## src/rtl/mesh_ctrl_pkg.sv

```systemverilog
// Shared definitions for the multi-mesh pipe controller.
//   mesh_state_t : controller FSM state encoding
//   idx_bits()   : slot-index width for a given slot count (never below 1)
package mesh_ctrl_pkg;

  typedef enum logic [3:0] {
    ST_IDLE,
    ST_CLEAR,
    ST_CLEAR_WAIT,
    ST_SEL,
    ST_MVP_GO,
    ST_MVP_WAIT,
    ST_DRAW_GO,
    ST_DRAW_WAIT,
    ST_NEXT,
    ST_FIN
  } mesh_state_t;

  function automatic int unsigned idx_bits(input int unsigned n);
    return (n > 1) ? $clog2(n) : 1;
  endfunction

endpackage

```

## src/rtl/multi_mesh_controller.sv

```systemverilog
// Frame sequencer for up to MESH_COUNT meshes through mvp_pipe and
// draw_triangle_pipe, with an optional screen clear at frame start.
//
// Ports:
//   clock, reset            system clock, synchronous active-high reset
//   start                   begin a frame (level, sampled in IDLE)
//   continuous              chain frames back-to-back while high
//   mesh_enable[i]          slot enable
//   mesh_vert_count         per-slot vertex counts, slot i at [i*WIDTH +: WIDTH]
//   mesh_tri_count          per-slot triangle counts, same packing
//   mesh_strip[i]           1 = triangle strip, 0 = list
//   clear_start/clear_done  screen-clear handshake
//   mesh_sel                current slot index (drives pose/mesh-ROM mux)
//   mvp_pipe_*              mvp stage start/update pulses, count, done
//   draw_tri_pipe_*         draw stage start pulse, strip, count, done
//   busy                    high in every state except IDLE
//   done                    one-cycle pulse at frame end
//   frame_count             completed frames, wraps modulo 2^WIDTH
module multi_mesh_controller
  import mesh_ctrl_pkg::*;
#(
  parameter int MESH_COUNT = 4,
  parameter int WIDTH      = 32,
  parameter int IDX_W      = idx_bits(MESH_COUNT),
  parameter bit CLEAR_EN   = 1'b1
) (
  input  logic                        clock,
  input  logic                        reset,
  input  logic                        start,
  input  logic                        continuous,
  input  logic [MESH_COUNT-1:0]       mesh_enable,
  input  logic [MESH_COUNT*WIDTH-1:0] mesh_vert_count,
  input  logic [MESH_COUNT*WIDTH-1:0] mesh_tri_count,
  input  logic [MESH_COUNT-1:0]       mesh_strip,
  output logic                        clear_start,
  input  logic                        clear_done,
  output logic [IDX_W-1:0]            mesh_sel,
  output logic                        mvp_pipe_start,
  output logic                        mvp_pipe_update_mvp,
  output logic [WIDTH-1:0]            mvp_pipe_count,
  input  logic                        mvp_pipe_done,
  output logic                        draw_tri_pipe_start,
  output logic                        draw_tri_pipe_strip,
  output logic [WIDTH-1:0]            draw_tri_pipe_count,
  input  logic                        draw_tri_pipe_done,
  output logic                        busy,
  output logic                        done,
  output logic [WIDTH-1:0]            frame_count
);

  mesh_state_t state, state_next;

  logic [IDX_W-1:0] idx;
  logic [WIDTH-1:0] vert_q;
  logic [WIDTH-1:0] tri_q;
  logic             strip_q;
  logic [WIDTH-1:0] frame_q;

  logic [WIDTH-1:0] vert_slot [MESH_COUNT];
  logic [WIDTH-1:0] tri_slot  [MESH_COUNT];

  for (genvar g = 0; g < MESH_COUNT; g++) begin : g_unpack
    assign vert_slot[g] = mesh_vert_count[g*WIDTH +: WIDTH];
    assign tri_slot[g]  = mesh_tri_count[g*WIDTH +: WIDTH];
  end

  logic             cur_en;
  logic             cur_strip;
  logic [WIDTH-1:0] cur_vert;
  logic [WIDTH-1:0] cur_tri;
  logic             last_slot;

  assign cur_en    = mesh_enable[idx];
  assign cur_strip = mesh_strip[idx];
  assign cur_vert  = vert_slot[idx];
  assign cur_tri   = tri_slot[idx];
  assign last_slot = (idx == IDX_W'(MESH_COUNT - 1));

  always_ff @(posedge clock) begin
    if (reset) begin
      state   <= ST_IDLE;
      idx     <= '0;
      vert_q  <= '0;
      tri_q   <= '0;
      strip_q <= 1'b0;
      frame_q <= '0;
    end else begin
      state <= state_next;
      case (state)
        ST_SEL: begin
          vert_q  <= cur_vert;
          tri_q   <= cur_tri;
          strip_q <= cur_strip;
        end
        ST_NEXT: begin
          if (!last_slot) idx <= idx + IDX_W'(1);
        end
        // Index returns to slot 0 on every frame end, so both the IDLE
        // path and the continuous path start the next frame at slot 0.
        ST_FIN: begin
          frame_q <= frame_q + WIDTH'(1);
          idx     <= '0;
        end
        default: ;
      endcase
    end
  end

  always_comb begin
    state_next          = state;
    clear_start         = 1'b0;
    mvp_pipe_start      = 1'b0;
    mvp_pipe_update_mvp = 1'b0;
    draw_tri_pipe_start = 1'b0;
    done                = 1'b0;
    case (state)
      ST_IDLE: begin
        if (start) state_next = CLEAR_EN ? ST_CLEAR : ST_SEL;
      end
      ST_CLEAR: begin
        clear_start = 1'b1;
        state_next  = ST_CLEAR_WAIT;
      end
      ST_CLEAR_WAIT: begin
        if (clear_done) state_next = ST_SEL;
      end
      // A slot with no vertices is skipped entirely, whatever its tri count.
      ST_SEL: begin
        state_next = (cur_en && (cur_vert != '0)) ? ST_MVP_GO : ST_NEXT;
      end
      ST_MVP_GO: begin
        mvp_pipe_start      = 1'b1;
        mvp_pipe_update_mvp = 1'b1;
        state_next          = ST_MVP_WAIT;
      end
      ST_MVP_WAIT: begin
        if (mvp_pipe_done) state_next = (tri_q != '0) ? ST_DRAW_GO : ST_NEXT;
      end
      ST_DRAW_GO: begin
        draw_tri_pipe_start = 1'b1;
        state_next          = ST_DRAW_WAIT;
      end
      ST_DRAW_WAIT: begin
        if (draw_tri_pipe_done) state_next = ST_NEXT;
      end
      ST_NEXT: begin
        state_next = last_slot ? ST_FIN : ST_SEL;
      end
      ST_FIN: begin
        done = 1'b1;
        if (continuous) state_next = CLEAR_EN ? ST_CLEAR : ST_SEL;
        else            state_next = ST_IDLE;
      end
      default: state_next = ST_IDLE;
    endcase
  end

  assign mesh_sel            = idx;
  assign mvp_pipe_count      = vert_q;
  assign draw_tri_pipe_count = tri_q;
  assign draw_tri_pipe_strip = strip_q;
  assign frame_count         = frame_q;
  assign busy                = (state != ST_IDLE);

endmodule

```

## config.mk

```make
export PLATFORM = sky130hd
export DESIGN_NAME = multi_mesh_controller
export DESIGN_NICKNAME = d
export VERILOG_FILES = /design/src/rtl/mesh_ctrl_pkg.sv /design/src/rtl/multi_mesh_controller.sv
export SDC_FILE = /design/constraint.sdc
export NUM_CORES = 1
export LEC_CHECK = 0
export CAP_MARGIN = 10
export CORE_AREA = 3 3 145 147
export DETAILED_ROUTE_END_ITERATION = 6
export DIE_AREA = 0 0 148 150
export PLACE_DENSITY = 0.72
export SLEW_MARGIN = 20
export SYNTH_ARGS = -nofsm -noshare
export SYNTH_HDL_FRONTEND = slang
export SYNTH_SLANG_ARGS = --single-unit
```

## constraint.sdc

```tcl
create_clock -name clock -period 2.8 [get_ports clock]
set_clock_uncertainty 0.1 [all_clocks]
set_input_delay 0.28 -clock clock [delete_from_list [all_inputs] [get_ports clock]]
set_output_delay 0.28 -clock clock [all_outputs]
set_load 0.01 [all_outputs]
```

==> impl_metrics.toml, run 1 <==
[sta]
setup_violations = 0
drv_slew = 0
layout_min_cycle_time_ns = 2.56
fin_setup_tns_ns = 0
timing.final.crit_share = 0.915
rsz0062_at_grt = "false"
fmax_mhz = 390
relSlewSlack = 0.575
worst_pin_slew_ns = 0.638
finalHoldViolations = 0

[power]
clockPowerShare = 0.345
swShare = 0.248
internal_power_mw = 2.75
power.total_mw = 3.66
power.density_mw_per_mm2 = 360
p_leak_nw = 3.38
power_frac_comb = 0.233
p_seq_frac = 0.422
p_sw_mw = 0.906
max-vdd-ir-drop_v = 0.000249

[clocking]
cts.sink_count = 103
clk_pin_slew_ns = 0.07
clkLatencyLatePin_ns = 0.34
cts_made_buffers = 9
cts_root_buffer = "clkbuf_16"
clock_path_buffers = 2
cts_tree = "yes"
holdBufCountCts = 0
cts.htree.levels = 3

[cells_and_area]
n_fill_cell = 1866
diodes = 0
layout.cells.most_common = "clkdlybuf4s50_1"
final_nets = 1245
syn_to_final_growth_pct = 76.4
mostFrequentLayoutCells = "clkdlybuf4s50_1, nand2_1, dfxtp_1, a21oi_1, mux4_2"
drive_gt1_frac = 0.122

[drt]
drc = 0
wl_met1_microns = 9070
viasPerCell = 5.00
ant_nets = 0
routed_wl_microns = 24000
vias = 6232
dr.pass1.iters = 5
drt_iter0_drc = 430
met3WireLength_microns = 2480
wl_per_cell_microns = 19.2
wl_met2_microns = 11900
top_layer = "met4"

[yosys]
synth_cell_type_count = 41
synth_top_cell_by_area = "dfxtp_1"
synth.area.top_cells = "dfxtp_1, mux4_2, nand2_1"
syn_inst = 607
synthFlopType = "dfxtp_1"
synth_top_area_share = 0.358
synth.avg_cell_area_sq_um = 9.48
ys_seq_area_frac = 0.358
netlist_area_sq_mm = 0.00575
synth-async-reset-ratio = 0
ys_seq_elements = 103
synth_edf_count = 0
yosysWarnings = 0
synth_fp_nets = 880

[floorplan]
fp.dieH_microns = 150
fp.dieArea_sq_mm = 0.0222
start_util = 0.287
num_rows = 52
core_sq_mm = 0.0200
pin_count = 376
die_x_microns = 148

[critical_path]
regToRegSetupSlack_ns = 0.24
cp-start-kind = "flop"
end_kind = "flop"
worst-path-max-fanout = 12
timing.rr.start = "mesh_sel[0]$_SDFFE_PP0P_"
critPathLaunch = "mesh_sel[0]$_SDFFE_PP0P_"
rr_endpoint = "state[3]$_SDFFE_PP0P_"
worstPathArrival_ns = 2.72
rr_worst_depth = 7
crit_required_ns = 2.96
worstSetupEndpoint = "state[3]$_SDFFE_PP0P_"
path_class = "reg2reg"

[grt]
grt_pass1_vias = 6123
grt_max_degree = 58
track_usage = 0.203
grt_pass1_wl_microns = 34800
antenna_found_initial = 0
gr-total-overflow = 0

[placed_design]
place_congestion = 0.920
dp_hpwl_microns = 19600
place.port_buffers = 375

[outcome]
status = "completed"

[worst_hold_path]
min_path_type = "in2reg"

[job]
drv_cap = 0
-- how the worst min path moves through the flow --
stage | depth (start not counted) | endpoint | from | slack [ns]
floorplan | 2 | draw_tri_pipe_strip$_SDFFE_PP0P_ | draw_tri_pipe_strip$_SDFFE_PP0P_ | 0.38
global placement | 2 | mvp_pipe_count[1]$_SDFFE_PP0P_ | mvp_pipe_count[1]$_SDFFE_PP0P_ | 0.34
detailed placement | 2 | mvp_pipe_count[11]$_SDFFE_PP0P_ | mvp_pipe_count[11]$_SDFFE_PP0P_ | 0.35
CTS | 2 | frame_count[26]$_SDFFE_PP0N_ | reset | 0.32
global route | 2 | frame_count[22]$_SDFFE_PP0N_ | reset | 0.35
finish | 2 | state[0]$_SDFFE_PP0P_ | reset | 0.34
-- logic make-up after synthesis --
family,Yosys count,synth area share
and+or+nand+nor,258,0.204
DFF,103,0.358
AOI/OAI and AO/OA,101,0.0926
muxes,69,0.264
buffers and inverters,52,0.0435
xor gates and xnor gates,22,0.0335
adders and majority gates,2,0.00435
-- routing by layer --
metal,global-route usage,vias up
li1,-,2937
met1,0.244,2945
met2,0.341,311
met3,0.0775,39
met4,0.0536,0
met5,0,-
-- area by class of cell --
cell class                      count  area (sq um)  area share
Multi-Input combinational cell    452          3450       0.340
Clock buffer                       10           229      0.0226
Timing Repair Buffer              403          3990       0.393
Tap cell                          270           338      0.0333
Sequential cell                   103          2070       0.204
Inverter                            3          11.3     0.00111
Clock inverter                      6          68.8     0.00678
-- cells in the mapped netlist, types with 2 or more instances --
master / number
buf_1: 9
buf_2: 4
o21ai_1: 11
dfxtp_1: 103
ha_1: 2
nand3_1: 12
nor3_1: 2
buf_6: 2
nor4_1: 16
mux2i_1: 2
and3_1: 11
o21bai_1: 2
nand4_1: 11
nand2_1: 148
xor2_1: 14
xnor2_1: 8
and2_1: 2
clkbuf_1: 28
nor2_1: 34
nor2b_1: 2
buf_4: 5
o21ai_0: 3
a21oi_1: 79
and4_1: 4
or3_1: 10
inv_1: 2
nand3b_1: 2
mux4_2: 66
-- stage by stage --
stage,util,hold WS [ns],cell area [sq um],setup WS (ns),std cells
2_1_floorplan,-,0.381,5750,0.602,607
3_3_place_gp,0.488,0.341,9770,0.200,1221
3_5_place_dp,0.488,0.348,9770,0.176,1221
4_1_cts,0.502,0.321,10100,0.154,1237
5_1_grt,0.507,0.349,10200,0.104,1247
6_report,0.507,0.336,10200,0.239,1247
-- timing repair --
| action | CTS | global route |
|---|---|---|
| buffers inserted | 0 | 10 |
| endpoints found under the setup margin | 0 | 1 |
| gates resized for setup | 0 | 1 |
-- registers in the layout, indices dropped and copies added (netlist names) --
name	count
mvp_pipe_count	32
draw_tri_pipe_count	32
state	4
draw_tri_pipe_strip	1
mesh_sel	2
frame_count	32
-- critical path, stage by stage, from the launching register on --
cell and delay (ns):
dfxtp_4 0.44, buf_4 0.16, mux4_2 0.51, nor4_1 0.42, nand4_1 0.19, o21ai_1 0.32, nand2_1 0.11, a211oi_2 0.23
-- power groups by stage --
stage | Clock (mW) | Combinational, mW | Sequential [mW]
after floorplan | 0 | 0.283 | 1.58
after global placement | 0 | 0.842 | 1.58
after detailed placement | 0 | 0.847 | 1.58
after CTS | 1.30 | 0.851 | 1.55
after global routing | 1.36 | 0.907 | 1.55
final | 1.26 | 0.852 | 1.55
No activity file was read; power rests on OpenSTA's default activity.
==> inputs of run 2 (changes only) <==
--- a/config.mk
+++ b/config.mk
@@ -5,11 +5,12 @@
 export SDC_FILE = /design/constraint.sdc
 export NUM_CORES = 1
 export LEC_CHECK = 0
+export ABC_AREA = 1
 export CAP_MARGIN = 10
 export CORE_AREA = 3 3 145 147
 export DETAILED_ROUTE_END_ITERATION = 6
 export DIE_AREA = 0 0 148 150
-export PLACE_DENSITY = 0.72
+export PLACE_DENSITY = 0.76
 export SLEW_MARGIN = 20
 export SYNTH_ARGS = -nofsm -noshare
 export SYNTH_HDL_FRONTEND = slang
==> impl_metrics.toml, run 2 <==
[yosys]
synth_cell_type_count = 43
synth_fp_nets = 1328
ys_seq_elements = 103
synthFlopType = "dfxtp_1"
synth.area.top_cells = "dfxtp_1, nand2_1, o21ai_0"
synth_top_family_by_area = "simple AND/OR/NAND/NOR gates"
synth_compound_area_frac = 0.218
yosysWarnings = 0
synthAdderAreaFrac = 0.00389
synth-async-reset-ratio = 0
yosysMostFrequentCell = "nand2_1"
syn_inst = 1055
ys_seq_area_frac = 0.320
yosys.area_share.simple = 0.339
synth_top_cell_by_area = "dfxtp_1"
synth_top_area_share = 0.320
synthTopCellsByCount = "nand2_1, nor2_1, o21ai_0"
synth.avg_cell_area_sq_um = 6.11
netlist_area_sq_mm = 0.00644
synth.area.mux_share = 0
synth_xor_area_frac = 0.00952
synth_edf_count = 0

[drt]
ant_nets = 0
drc = 0
dr.pass1.iters = 6
vias = 8120
wl_per_cell_microns = 15.6
viasPerCell = 4.90
routed_wl_microns = 25900
drt_iter0_drc = 592

[clocking]
cts_made_buffers = 9
clock_path_buffers = 2
clkLatencyLatePin_ns = 0.35
cts.htree.levels = 3
post_cts_buffers = 0
cts_resized = 0
cts.sink_count = 103
cts_root_buffer = "clkbuf_16"
holdBufCountCts = 0
clk_pin_slew_ns = 0.08
cts_tree = "yes"

[cells_and_area]
multi_input_area_sq_mm = 0.00368
final_nets = 1656
diodes = 0
register_area_sq_mm = 0.00207
mostFrequentLayoutCells = "clkdlybuf4s50_1, nand2_1, nor2_1, o21ai_0, dfxtp_1"
stdcell_count = 1658
post-route-util = 0.533
layout.cells.most_common = "clkdlybuf4s50_1"
n_fill_cell = 1990
syn_to_final_growth_pct = 65.7
drive_gt1_frac = 0.0447

[critical_path]
worst-path-max-fanout = 11
timing.rr.start = "mesh_sel[1]$_SDFFE_PP0P_"
worstPathArrival_ns = 1.94
rr_worst_depth = 7
cp-start-kind = "flop"
path_class = "reg2out"
worstSetupEndpoint = "done"
rr_endpoint = "state[3]$_SDFFE_PP0P_"
end_kind = "output pin"
regToRegSetupSlack_ns = 0.57
critPathLaunch = "state[0]$_SDFFE_PP0P_"
crit_required_ns = 2.42

[floorplan]
fp.dieH_microns = 150
core_sq_mm = 0.0200
num_rows = 52
start_util = 0.321
pin_count = 376
fp.dieArea_sq_mm = 0.0222
die_x_microns = 148

[placed_design]
dp_hpwl_microns = 19900
place.port_buffers = 375
dp_cells = 1642
place_congestion = 0.918

[sta]
finalHoldViolations = 0
relSlewSlack = 0.554
timing.final.crit_share = 0.829
fmax_mhz = 431
rsz0062_at_grt = "false"
setup_violations = 0
worst_pin_slew_ns = 0.668
layout_min_cycle_time_ns = 2.32
hold_ws_ns = 0.378
fin_setup_tns_ns = 0
drv_slew = 0

[worst_hold_path]
min_path_type = "reg2reg"

[power]
max-vdd-ir-drop_v = 0.000286
power.density_mw_per_mm2 = 370
p_leak_nw = 4.33

[grt]
grt_pass1_wl_microns = 39300
grt_pass1_vias = 7528
gr-total-overflow = 0
antenna_found_initial = 0
grt_max_degree = 75
track_usage = 0.221

[job]
drv_cap = 0

[outcome]
status = "completed"
-- run 2: cell families (layout without fill, tap and decap cells) --
family | count (synthesis) | count (layout)
AOI/OAI and AO/OA | 267 | 267
xor gates and xnor gates | 7 | 7
adders and majority gates | 2 | 2
buffers and inverters | 173 | 506
DFF | 103 | 103
and+or+nand+nor | 503 | 503
-- run 2: power by group --
| part | switching (mW) | internal (mW) | total, mW |
|---|---|---|---|
| logic | 0.421 | 0.587 | 1.01 |
| registers | 0.0464 | 1.53 | 1.58 |
| clock network | 0.602 | 0.759 | 1.36 |
-- run 2: cell type report --
type / instances / area share
clock buffer: 10 / 0.0234
clock inverter: 6 / 0.00692
inverter: 103 / 0.0365
multi-input combinational: 779 / 0.345
sequential: 103 / 0.194
tap: 270 / 0.0316
timing repair buffer: 387 / 0.363
-- run 2: worst min-delay path by stage --
| stage | depth (start not counted) | startpoint | to | slack, ns |
|---|---|---|---|---|
| floorplan | 2 | frame_count[31]$_SDFFE_PP0N_ | frame_count[31]$_SDFFE_PP0N_ | 0.39 |
| global placement | 2 | frame_count[31]$_SDFFE_PP0N_ | frame_count[31]$_SDFFE_PP0N_ | 0.36 |
| detailed placement | 2 | frame_count[31]$_SDFFE_PP0N_ | frame_count[31]$_SDFFE_PP0N_ | 0.37 |
| CTS | 2 | frame_count[31]$_SDFFE_PP0N_ | frame_count[31]$_SDFFE_PP0N_ | 0.38 |
| global route | 2 | frame_count[31]$_SDFFE_PP0N_ | frame_count[31]$_SDFFE_PP0N_ | 0.41 |
| finish | 2 | frame_count[31]$_SDFFE_PP0N_ | frame_count[31]$_SDFFE_PP0N_ | 0.38 |
-- run 2: layer usage --
metal / up-vias / routed length [microns] / global-route usage
met4: 0 / 657 / 0.0637
met2: 345 / 12600 / 0.374
met1: 3597 / 10600 / 0.278
met3: 45 / 2010 / 0.0594
met5: - / 0 / 0
li1: 4133 / - / -
-- run 2: stage by stage --
| stage | instance area (sq um) | setup WS (ns) | total power [mW] |
|---|---|---|---|
| CTS | 10700 | 0.468 | 3.99 |
| global route | 10700 | 0.330 | 4.14 |
| global placement | 10400 | 0.634 | 2.61 |
| floorplan | 6440 | 0.966 | 1.98 |
| finish | 10700 | 0.479 | 3.95 |
| detailed placement | 10400 | 0.623 | 2.62 |
-- run 2: worst max-delay path, cell delays in order (launching register included) --
cell and delay, ns:
dfxtp_1 0.42, inv_2 0.07, nor2_2 0.12, nand2_2 0.23, inv_2 0.19, clkdlybuf4s50_1 0.56
